### config.mk
export PLATFORM = sky130hd
export DESIGN_NAME = mem_arbiter_flat
export DESIGN_NICKNAME = d
export VERILOG_FILES = /design/src/rtl/mem_arb_pkg.sv /design/src/rtl/mem_arbiter_if.sv /design/src/rtl/mem_arb_stats.sv /design/src/rtl/mem_arbiter.sv /design/src/flat_wrapper.sv
export SDC_FILE = /design/constraint.sdc
export NUM_CORES = 1
export LEC_CHECK = 0
export BUFFER_PORTS_ARGS = -buffer_cell sky130_fd_sc_hd__buf_2
export CAP_MARGIN = 10
export CORE_AREA = 2 2 103 105
export CTS_BUF_LIST = sky130_fd_sc_hd__clkbuf_8
export CTS_CLUSTER_DIAMETER = 200
export CTS_CLUSTER_SIZE = 16
export DETAILED_ROUTE_END_ITERATION = 6
export DIE_AREA = 0 0 105 107
export PLACE_DENSITY_LB_ADDON = 0.25
export SETUP_SLACK_MARGIN = 0.5
export SYNTH_ARGS = -nofsm -noshare
export SYNTH_HDL_FRONTEND = slang
export SYNTH_HIERARCHICAL = 1
export SYNTH_SLANG_ARGS = --single-unit
### constraint.sdc
create_clock -name clk -period 7.77 [get_ports clk]
set_clock_uncertainty 0.15 [all_clocks]
set_input_delay 0.777 -clock clk [delete_from_list [all_inputs] [get_ports clk]]
set_output_delay 0.777 -clock clk [all_outputs]
set_load 0.01 [all_outputs]
### src/rtl/mem_arb_pkg.sv
// mem_arb_pkg: shared widths, address stride and FSM state type for the memory arbiter.
package mem_arb_pkg;
  localparam int AW = 32;
  localparam int DW = 32;
  localparam logic [AW-1:0] ADDR_STRIDE = 32'd4;
  typedef enum logic {ARB_IDLE, ARB_BURST} arb_state_t;
endpackage

### src/rtl/mem_arbiter_if.sv
// mem_arbiter_if: CPU, VGA and shared-memory port signals; slave is the arbiter side.
interface mem_arbiter_if;
  import mem_arb_pkg::*;
  logic          cpu_req;
  logic          cpu_we;
  logic [AW-1:0] cpu_addr;
  logic [DW-1:0] cpu_wdata;
  logic          cpu_gnt;
  logic          cpu_rvalid;
  logic [DW-1:0] cpu_rdata;
  logic          vga_req;
  logic [AW-1:0] vga_addr;
  logic          vga_gnt;
  logic          vga_rvalid;
  logic [DW-1:0] vga_rdata;
  logic          vga_last;
  logic          mem_en;
  logic          mem_we;
  logic [AW-1:0] mem_addr;
  logic [DW-1:0] mem_wdata;
  logic [DW-1:0] mem_rdata;
  modport slave (
    input  cpu_req, cpu_we, cpu_addr, cpu_wdata, vga_req, vga_addr, mem_rdata,
    output cpu_gnt, cpu_rvalid, cpu_rdata, vga_gnt, vga_rvalid, vga_rdata, vga_last,
           mem_en, mem_we, mem_addr, mem_wdata
  );
  modport master (
    output cpu_req, cpu_we, cpu_addr, cpu_wdata, vga_req, vga_addr, mem_rdata,
    input  cpu_gnt, cpu_rvalid, cpu_rdata, vga_gnt, vga_rvalid, vga_rdata, vga_last,
           mem_en, mem_we, mem_addr, mem_wdata
  );
endinterface

### src/rtl/mem_arb_stats.sv
// mem_arb_stats: free-running wrap-around counters of CPU grants, VGA grants and VGA stall cycles.
module mem_arb_stats
  import mem_arb_pkg::*;
(
  input  logic          clk,
  input  logic          rst,
  input  logic          cpu_gnt,
  input  logic          vga_gnt,
  input  logic          stall_inc,
  output logic [DW-1:0] stat_cpu_gnt,
  output logic [DW-1:0] stat_vga_gnt,
  output logic [DW-1:0] stat_vga_stall
);
  always_ff @(posedge clk or negedge rst) begin
    if (!rst) begin
      stat_cpu_gnt   <= '0;
      stat_vga_gnt   <= '0;
      stat_vga_stall <= '0;
    end else begin
      stat_cpu_gnt   <= stat_cpu_gnt + DW'(cpu_gnt);
      stat_vga_gnt   <= stat_vga_gnt + DW'(vga_gnt);
      stat_vga_stall <= stat_vga_stall + DW'(stall_inc);
    end
  end
endmodule

### src/rtl/mem_arbiter.sv
// mem_arbiter: shares one memory port between CPU single accesses and VGA read bursts with anti-starvation.
// Define MEM_ARB_STATS_EN to add the stat_* grant/stall counter outputs.
module mem_arbiter
  import mem_arb_pkg::*;
#(
  parameter int BURST_LEN = 4,
  parameter int MAX_WAIT  = 8
) (
  input logic clk,
  input logic rst,
  mem_arbiter_if.slave bus
`ifdef MEM_ARB_STATS_EN
  ,
  output logic [DW-1:0] stat_cpu_gnt,
  output logic [DW-1:0] stat_vga_gnt,
  output logic [DW-1:0] stat_vga_stall
`endif
);
  localparam logic [4:0] LAST_BEAT = 5'(BURST_LEN - 1);
  localparam logic [7:0] WAIT_MAX  = 8'(MAX_WAIT);
  arb_state_t    state, state_nx;
  logic [4:0]    beat, beat_nx;
  logic [AW-1:0] base;
  logic [7:0]    wait_cnt;
  logic          cpu_win, vga_win, burst_beat, vga_issue, last_issue, stall_inc;
  logic          cpu_rv_q, vga_rv_q, vga_last_q;
  // Issue decisions are gated by rst so every output drops the moment reset asserts.
  always_comb begin
    cpu_win    = rst && state == ARB_IDLE && bus.cpu_req && !(bus.vga_req && wait_cnt >= WAIT_MAX);
    vga_win    = rst && state == ARB_IDLE && bus.vga_req && !cpu_win;
    burst_beat = rst && state == ARB_BURST;
    vga_issue  = vga_win || burst_beat;
    last_issue = vga_win ? (LAST_BEAT == 5'd0) : (beat == LAST_BEAT);
    stall_inc  = rst && bus.vga_req && !vga_win && wait_cnt < WAIT_MAX;
    state_nx   = (vga_win && !last_issue) ? ARB_BURST : (burst_beat && last_issue) ? ARB_IDLE : state;
    beat_nx    = vga_win ? 5'd1 : burst_beat ? (last_issue ? 5'd0 : beat + 5'd1) : beat;
  end
  always_ff @(posedge clk or negedge rst) begin
    if (!rst) begin
      state      <= ARB_IDLE;
      beat       <= '0;
      base       <= '0;
      wait_cnt   <= '0;
      cpu_rv_q   <= 1'b0;
      vga_rv_q   <= 1'b0;
      vga_last_q <= 1'b0;
    end else begin
      state      <= state_nx;
      beat       <= beat_nx;
      if (vga_win) base <= bus.vga_addr;
      wait_cnt   <= vga_win ? 8'd0 : wait_cnt + 8'(stall_inc);
      cpu_rv_q   <= cpu_win && !bus.cpu_we;
      vga_rv_q   <= vga_issue;
      vga_last_q <= vga_issue && last_issue;
    end
  end
  assign bus.mem_en     = cpu_win || vga_issue;
  assign bus.mem_we     = cpu_win && bus.cpu_we;
  assign bus.mem_addr   = cpu_win ? bus.cpu_addr : vga_win ? bus.vga_addr :
                          burst_beat ? base + AW'(beat) * ADDR_STRIDE : '0;
  assign bus.mem_wdata  = cpu_win ? bus.cpu_wdata : '0;
  assign bus.cpu_gnt    = cpu_win;
  assign bus.vga_gnt    = vga_win;
  assign bus.cpu_rvalid = cpu_rv_q;
  assign bus.cpu_rdata  = cpu_rv_q ? bus.mem_rdata : '0;
  assign bus.vga_rvalid = vga_rv_q;
  assign bus.vga_rdata  = vga_rv_q ? bus.mem_rdata : '0;
  assign bus.vga_last   = vga_last_q;
`ifdef MEM_ARB_STATS_EN
  mem_arb_stats u_stats (
    .clk(clk),
    .rst(rst),
    .cpu_gnt(cpu_win),
    .vga_gnt(vga_win),
    .stall_inc(stall_inc),
    .stat_cpu_gnt(stat_cpu_gnt),
    .stat_vga_gnt(stat_vga_gnt),
    .stat_vga_stall(stat_vga_stall)
  );
`endif
endmodule

### src/flat_wrapper.sv
// flat-port wrapper written by rule: the top's interface ports become plain ports
module mem_arbiter_flat import mem_arb_pkg::*;
#(
  parameter int BURST_LEN = 4,
  parameter int MAX_WAIT  = 8
)
  (clk, rst, bus_cpu_req, bus_cpu_we, bus_cpu_addr, bus_cpu_wdata, bus_vga_req, bus_vga_addr, bus_mem_rdata, bus_cpu_gnt, bus_cpu_rvalid, bus_cpu_rdata, bus_vga_gnt, bus_vga_rvalid, bus_vga_rdata, bus_vga_last, bus_mem_en, bus_mem_we, bus_mem_addr, bus_mem_wdata);
  mem_arbiter_if bus_i ();
  input logic clk;
  input logic rst;
  input wire logic [$bits(bus_i.cpu_req)-1:0] bus_cpu_req;
  input wire logic [$bits(bus_i.cpu_we)-1:0] bus_cpu_we;
  input wire logic [$bits(bus_i.cpu_addr)-1:0] bus_cpu_addr;
  input wire logic [$bits(bus_i.cpu_wdata)-1:0] bus_cpu_wdata;
  input wire logic [$bits(bus_i.vga_req)-1:0] bus_vga_req;
  input wire logic [$bits(bus_i.vga_addr)-1:0] bus_vga_addr;
  input wire logic [$bits(bus_i.mem_rdata)-1:0] bus_mem_rdata;
  output wire logic [$bits(bus_i.cpu_gnt)-1:0] bus_cpu_gnt;
  output wire logic [$bits(bus_i.cpu_rvalid)-1:0] bus_cpu_rvalid;
  output wire logic [$bits(bus_i.cpu_rdata)-1:0] bus_cpu_rdata;
  output wire logic [$bits(bus_i.vga_gnt)-1:0] bus_vga_gnt;
  output wire logic [$bits(bus_i.vga_rvalid)-1:0] bus_vga_rvalid;
  output wire logic [$bits(bus_i.vga_rdata)-1:0] bus_vga_rdata;
  output wire logic [$bits(bus_i.vga_last)-1:0] bus_vga_last;
  output wire logic [$bits(bus_i.mem_en)-1:0] bus_mem_en;
  output wire logic [$bits(bus_i.mem_we)-1:0] bus_mem_we;
  output wire logic [$bits(bus_i.mem_addr)-1:0] bus_mem_addr;
  output wire logic [$bits(bus_i.mem_wdata)-1:0] bus_mem_wdata;
  assign bus_i.cpu_req = bus_cpu_req;
  assign bus_i.cpu_we = bus_cpu_we;
  assign bus_i.cpu_addr = bus_cpu_addr;
  assign bus_i.cpu_wdata = bus_cpu_wdata;
  assign bus_i.vga_req = bus_vga_req;
  assign bus_i.vga_addr = bus_vga_addr;
  assign bus_i.mem_rdata = bus_mem_rdata;
  assign bus_cpu_gnt = bus_i.cpu_gnt;
  assign bus_cpu_rvalid = bus_i.cpu_rvalid;
  assign bus_cpu_rdata = bus_i.cpu_rdata;
  assign bus_vga_gnt = bus_i.vga_gnt;
  assign bus_vga_rvalid = bus_i.vga_rvalid;
  assign bus_vga_rdata = bus_i.vga_rdata;
  assign bus_vga_last = bus_i.vga_last;
  assign bus_mem_en = bus_i.mem_en;
  assign bus_mem_we = bus_i.mem_we;
  assign bus_mem_addr = bus_i.mem_addr;
  assign bus_mem_wdata = bus_i.mem_wdata;
  mem_arbiter #(.BURST_LEN(BURST_LEN), .MAX_WAIT(MAX_WAIT)) u_core (.clk(clk), .rst(rst), .bus(bus_i));
endmodule
==> impl_metrics.json, run 1 <==
{
  "status": "finished, final reports clean",
  "clkTransAtPathRegs_ps": 100,
  "htree_levels": 2,
  "synthTopCellsByArea": "dfrtp_1, nand2_1, and2_1",
  "synth-xor-area-share_pct": 5.23,
  "cp.buffers_inverters": 5,
  "p_int_uw": 798,
  "cp-start-kind": "register",
  "setup_viol": 0,
  "synth-simple-area-share_pct": 37.2,
  "worstRegToRegCells": 8,
  "initial_core_util_pct": 41.4,
  "crit_path_end_kind": "output pin",
  "yosys_warnings": 6,
  "cts_buffer_depth": 2,
  "yosysSeqAreaShare_pct": 29.3,
  "slowest_delay_ps": 860,
  "dieWidth_um": 105,
  "drcViolationCount": 0,
  "synth_compound_area_share_pct": 18.6,
  "synthMuxAreaShare_pct": 1.68,
  "final_common_cell": "buf_2",
  "grt-ovfl-total": 0,
  "syn_avg_cell_area_um2": 7.69,
  "finalCritPeriodShare_pct": 60.0,
  "critPathMostFrequentCell": "buf_4",
  "ant_nets": 0,
  "grt_usage_pct": 26.7,
  "core-area_um2": 10100,
  "p_sw_uw": 708,
  "ctsHoldBuffers": 0,
  "arrival_ps": 3740,
  "min_from": "u_core/base[0]",
  "tns_ps": 0,
  "syn_inst": 544,
  "holdCritPathClass": "reg -> reg",
  "p_leak_nw": 3.15,
  "holdWs_ps": 343,
  "cp_slowest_cell": "nor2b_2",
  "grt_pass1_wl_um": 24300,
  "numCtsBuffers": 5,
  "synth_top_area_share_pct": 29.3,
  "via_count": 4924,
  "hold_violations": 0,
  "crit_family": "buffers and inverters",
  "wl_um": 15600,
  "ir_drop_mv": 0.145,
  "max_freq_ghz": 0.214,
  "synth_top_family_by_area": "simple AND/OR/NAND/NOR gates",
  "cts_resized": 0,
  "synth.net_count": 686,
  "drv_slew": 0,
  "cp_cell_sequence": "buf_4, nor2b_2, o311ai_4, buf_4, inv_1, buf_4, nand2_1, o211ai_1, buf_2",
  "crit_required_ps": 6840,
  "dieArea_um2": 11200,
  "num_rows": 37,
  "vias_per_cell": 5.34,
  "clkSinkCount": 49,
  "synthesis.area_um2": 4180,
  "synth_edf_count": 0,
  "final_cell_mix": "buf_2, nand2_1, and2_1",
  "worst_pin_slew_ps": 1080,
  "ys.flop_type": "dfrtp_1",
  "first_pass_iters": 5,
  "ys_ff_latch": 49,
  "criticalPathCategory": "reg -> out",
  "tritoncts": "done",
  "maxCapViolCount": 0,
  "switching_share_pct": 47.0,
  "cts_setup_buffers": 0,
  "clkPwrFrac_pct": 12.8,
  "die_h_um": 107,
  "drive_gt1_share_pct": 37.8,
  "combPwrFrac_pct": 54.4,
  "clock-root-buffer": "clkbuf_8",
  "place.port_buffers": 267,
  "grt_max_degree": 60,
  "startpoint": "u_core/state",
  "holdPathStages": 2,
  "ys_async_sr_fraction_pct": 100,
  "final.min_clock_period_ps": 4660,
  "reg2reg_from": "u_core/state",
  "yosys.area.top_type": "dfrtp_1",
  "drt-initial-drc-count": 390,
  "synth_adder_area_share_pct": 2.87,
  "pin_count": 268,
  "crit_path_max_fanout": 36,
  "p_seq_share_pct": 32.8,
  "grt_pass1_vias": 4746,
  "power_per_cell_area_nw_per_um2": 265,
  "antenna_found_initial": 2,
  "place_congestion": 0.981,
  "clk_latency_ps": 300,
  "rsz0062_at_grt": "no",
  "place_hpwl_um": 12200,
  "fin_nets": 925,
  "slew_headroom_pct": 27.5,
  "wire_per_inst_um": 16.9,
  "ys_types": 53,
  "worst-path-stages": 9,
  "area_growth_pct": 36.0
}
[routing by layer]
| layer | vias to the layer above | track usage (%) | wire, um |
|---|---|---|---|
| met5 | - | 0 | 0 |
| met4 | 0 | 7.62 | 182 |
| met3 | 14 | 3.22 | 807 |
| met2 | 186 | 43.4 | 7460 |
| met1 | 2344 | 37.6 | 7170 |
| li1 | 2380 | - | - |
[through the flow]
step | std cells | cell area [um^2] | worst slack (ps) | total power, mW | utilization [%]
after floorplan | 544 | 4180 | 4530 | 0.995 | -
after global placement | 912 | 5570 | 3290 | 1.29 | 55.2
after detailed placement | 912 | 5570 | 3190 | 1.31 | 55.2
after CTS | 920 | 5680 | 3150 | 1.50 | 56.3
after global routing | 922 | 5690 | 2740 | 1.62 | 56.4
final | 922 | 5690 | 3110 | 1.51 | 56.4
[cell usage after synthesis, types with 2 or more instances]
master and number:
o22ai_1 6, nor2b_1 4, a221oi_1 7, nand2_1 119
a2111oi_0 2, nand4_2 2, xnor2_1 17, xor2_1 8
nor3_1 5, a21oi_1 9, dfrtp_1 49, nand2b_1 3
buf_2 4, nor2_1 30, nand4_1 8, inv_1 11
nor4_1 2, o21ai_0 8, a31oi_1 9, a2111oi_4 3
a21o_1 3, o22a_1 3, nand3_1 16, mux2i_1 7
and2_1 69, and4_1 5, a22oi_1 6, and3_1 40
ha_1 8, clkbuf_1 34, o211ai_1 8, a211oi_1 15
a2111oi_2 4
[worst reg2reg max path, delay by kind of cell, from the launching register on]
kind                   cells  cell delay (ps)
AND/OR/NAND/NOR            2              960
AO/OA/AOI/OAI              2              300
buffers and inverters      4             1590
flip-flops                 1              370
[logic make-up after synthesis]
| logic type | after synthesis |
|---|---|
| simple gates | 307 |
| compound gates | 94 |
| buf+inv | 53 |
| flops | 49 |
| xor+xnor | 25 |
| fa+ha+maj | 9 |
| mux | 7 |
[registers in the layout (all words and copies together) (netlist names)]
name / flops
u_core/state: 1
u_core/wait_cnt: 8
u_core/bus.vga_rvalid: 1
u_core/beat: 5
u_core/bus.vga_last: 1
u_core/base: 32
u_core/bus.cpu_rvalid: 1
[power groups by stage]
stage / Combinational [mW] / Clock, mW / Sequential [mW]
4_1_cts: 0.819 / 0.196 / 0.489
2_1_floorplan: 0.543 / 0 / 0.452
6_report: 0.820 / 0.193 / 0.493
5_1_grt: 0.903 / 0.208 / 0.512
3_5_place_dp: 0.815 / 0 / 0.493
3_3_place_gp: 0.798 / 0 / 0.488
[worst paths after layout]
kind,endpoint,slack [ps]
setup reg to reg,u_core/base[24],4330
max in group asynchronous,u_core/base[14],6530
hold reg to reg,u_core/base[0],340
hold / removal,u_core/base[0],340
setup / recovery,bus_mem_addr[31],3110
min in group asynchronous,u_core/base[22],460
[layout make-up]
type	count	area [um^2]
antenna	2	5.00
clock buffer	5	68.8
clock inverter	3	47.5
fill	992	4400
inverter	12	45.0
multi-input combinational	442	2740
sequential	49	1230
tap	136	170
timing repair buffer	273	1380
Note: power is estimated with default switching activity, not from simulation.
==> run 2, diff against run 1 <==
--- a/config.mk
+++ b/config.mk
@@ -7,12 +7,13 @@
 export LEC_CHECK = 0
 export BUFFER_PORTS_ARGS = -buffer_cell sky130_fd_sc_hd__buf_2
 export CAP_MARGIN = 10
-export CORE_AREA = 2 2 103 105
+export CORE_ASPECT_RATIO = 1.1
+export CORE_MARGIN = 1
+export CORE_UTILIZATION = 40
 export CTS_BUF_LIST = sky130_fd_sc_hd__clkbuf_8
 export CTS_CLUSTER_DIAMETER = 200
 export CTS_CLUSTER_SIZE = 16
 export DETAILED_ROUTE_END_ITERATION = 6
-export DIE_AREA = 0 0 105 107
 export PLACE_DENSITY_LB_ADDON = 0.25
 export SETUP_SLACK_MARGIN = 0.5
 export SYNTH_ARGS = -nofsm -noshare
==> constraint.sdc (replaced) <==
create_clock -name clk -period 4.1 [get_ports clk]
set_clock_uncertainty 0.15 [all_clocks]
set_input_delay 0.41 -clock clk [delete_from_list [all_inputs] [get_ports clk]]
set_output_delay 0.41 -clock clk [all_outputs]
set_load 0.01 [all_outputs]
==> impl_metrics.json, run 2 (synthesis results as in run 1) <==
{
  "status": "finished, final reports clean",
  "setup_viol": 0,
  "maxCapViolCount": 0,
  "dieWidth_um": 99.5,
  "place_hpwl_um": 12800,
  "wl_um": 16100,
  "antenna_found_initial": 0,
  "initial_core_util_pct": 41.7,
  "hold_violations": 0,
  "num_rows": 38,
  "drcViolationCount": 0,
  "wire_per_inst_um": 17.2,
  "n_antenna_cell": 0,
  "core-area_um2": 10000,
  "met3_usage_pct": 3.65,
  "cts_buffer_depth": 2,
  "worstRegToRegCells": 10,
  "reg2reg_from": "u_core/state",
  "top_regs": "u_core/base: 32 flops, u_core/wait_cnt: 8 flops, u_core/beat: 5 flops",
  "rsz0062_at_grt": "no",
  "clock-root-buffer": "clkbuf_8",
  "crit_path_end": "bus_mem_addr[30]",
  "pin_count": 268,
  "cp-start-kind": "register",
  "crit_path_end_kind": "output pin",
  "grt_pass1_wl_um": 24000,
  "criticalPathCategory": "reg -> out",
  "ir_drop_mv": 0.315,
  "numCtsBuffers": 5,
  "arrival_ps": 2940,
  "via_count": 5007,
  "finalPower_mw": 2.81,
  "final.min_clock_period_ps": 3500,
  "worst_pin_slew_ps": 782,
  "place_congestion": 1.03,
  "p_leak_nw": 3.18,
  "fin_nets": 936,
  "finish.utilization_pct": 57.5,
  "reg2reg_slack_ps": 1160,
  "drive_gt1_share_pct": 39.1,
  "clk_latency_ps": 310,
  "slew_headroom_pct": 47.8,
  "tns_ps": 0,
  "grt_use_met1_pct": 39.4,
  "largest_register": "u_core/base",
  "grt_usage_pct": 28.6,
  "final_common_cell": "buf_2",
  "crit_path_max_fanout": 6,
  "place.port_buffers": 267,
  "timing.final.ws_setup_ps": 601,
  "vias_per_cell": 5.36,
  "power_per_cell_area_nw_per_um2": 487,
  "grt-busiest-layer": "met2",
  "clkTransAtPathRegs_ps": 90,
  "final_cell_mix": "buf_2, nand2_1, and2_1",
  "area_growth_pct": 38.0,
  "grt_max_degree": 49,
  "clkSinkCount": 49,
  "startpoint": "u_core/beat[0]",
  "finalCritPeriodShare_pct": 85.3,
  "dp_slack_ps": 879,
  "drv_slew": 0,
  "first_pass_iters": 5,
  "die_h_um": 109,
  "crit_required_ps": 3540,
  "holdCritPathClass": "in -> reg",
  "drt-initial-drc-count": 432,
  "max_freq_ghz": 0.286,
  "globalRouteMet2Util_pct": 48.2,
  "ant_nets": 0,
  "grt-ovfl-total": 0,
  "grt_pass1_vias": 4590,
  "dieArea_um2": 10900,
  "htree_levels": 2,
  "tritoncts": "done",
  "r2r_end": "u_core/wait_cnt[6]",
  "largest_reg_flops": 32,
  "min_from": "bus_cpu_we"
}
==> run 2: worst max-delay path, stage by stage, from the launching register on <==
cell,delay [ps]
dfrtp_1,420
ha_2,200
inv_1,50
fa_2,360
nor2b_2,130
o211ai_1,270
buf_4,270
a2111oi_4,380
xnor2_1,140
a211oi_2,240
buf_2,160
==> run 2: worst min-delay path by stage <==
stage | end | cells after the start
3_5_place_dp | u_core/base[2] | 1
6_report | u_core/bus.cpu_rvalid | 2
5_1_grt | u_core/bus.cpu_rvalid | 2
3_3_place_gp | u_core/base[2] | 1
4_1_cts | u_core/bus.cpu_rvalid | 2
2_1_floorplan | u_core/base[0] | 0
==> run 2: layout make-up <==
type	instances	area [um^2]
clock buffers	5	68.8
clock inverters	3	21.3
fillers	976	4260
inverters	12	45.0
multi-input cells	442	2760
flip-flops and latches	49	1230
well taps	140	175
repair buffers	284	1470
==> run 2: metal layers <==
| metal | up-vias | share of wire, % |
|---|---|---|
| met5 | - | 0 |
| met4 | 0 | 1.6 |
| met3 | 23 | 6.6 |
| met2 | 234 | 48 |
| met1 | 2359 | 43 |
| li1 | 2391 | - |
==> run 2: per-stage QoR <==
step,instances,cell area (um^2),hold slack [ps]
detailed placement,922,5620,96.6
global placement,922,5620,98.0
floorplan,544,4180,-35.6
finish,935,5770,121
global route,935,5770,111
CTS,931,5720,124
==> run 2: power breakdown <==
part / internal, mW / switching [mW] / leakage, nW / total (mW)
Combinational: 0.670 / 0.876 / 2.52 / 1.55
Sequential: 0.676 / 0.291 / 0.621 / 0.967
Clock: 0.121 / 0.176 / 0.0445 / 0.298
Total: 1.47 / 1.34 / 3.18 / 2.81
==> run 2: timing repair <==
action	CTS	global route
resized for setup	0	8
setup buffers	0	4
setup endpoints to repair	0	7
endpoints found under the hold margin	4	0
hold buffers	1	0
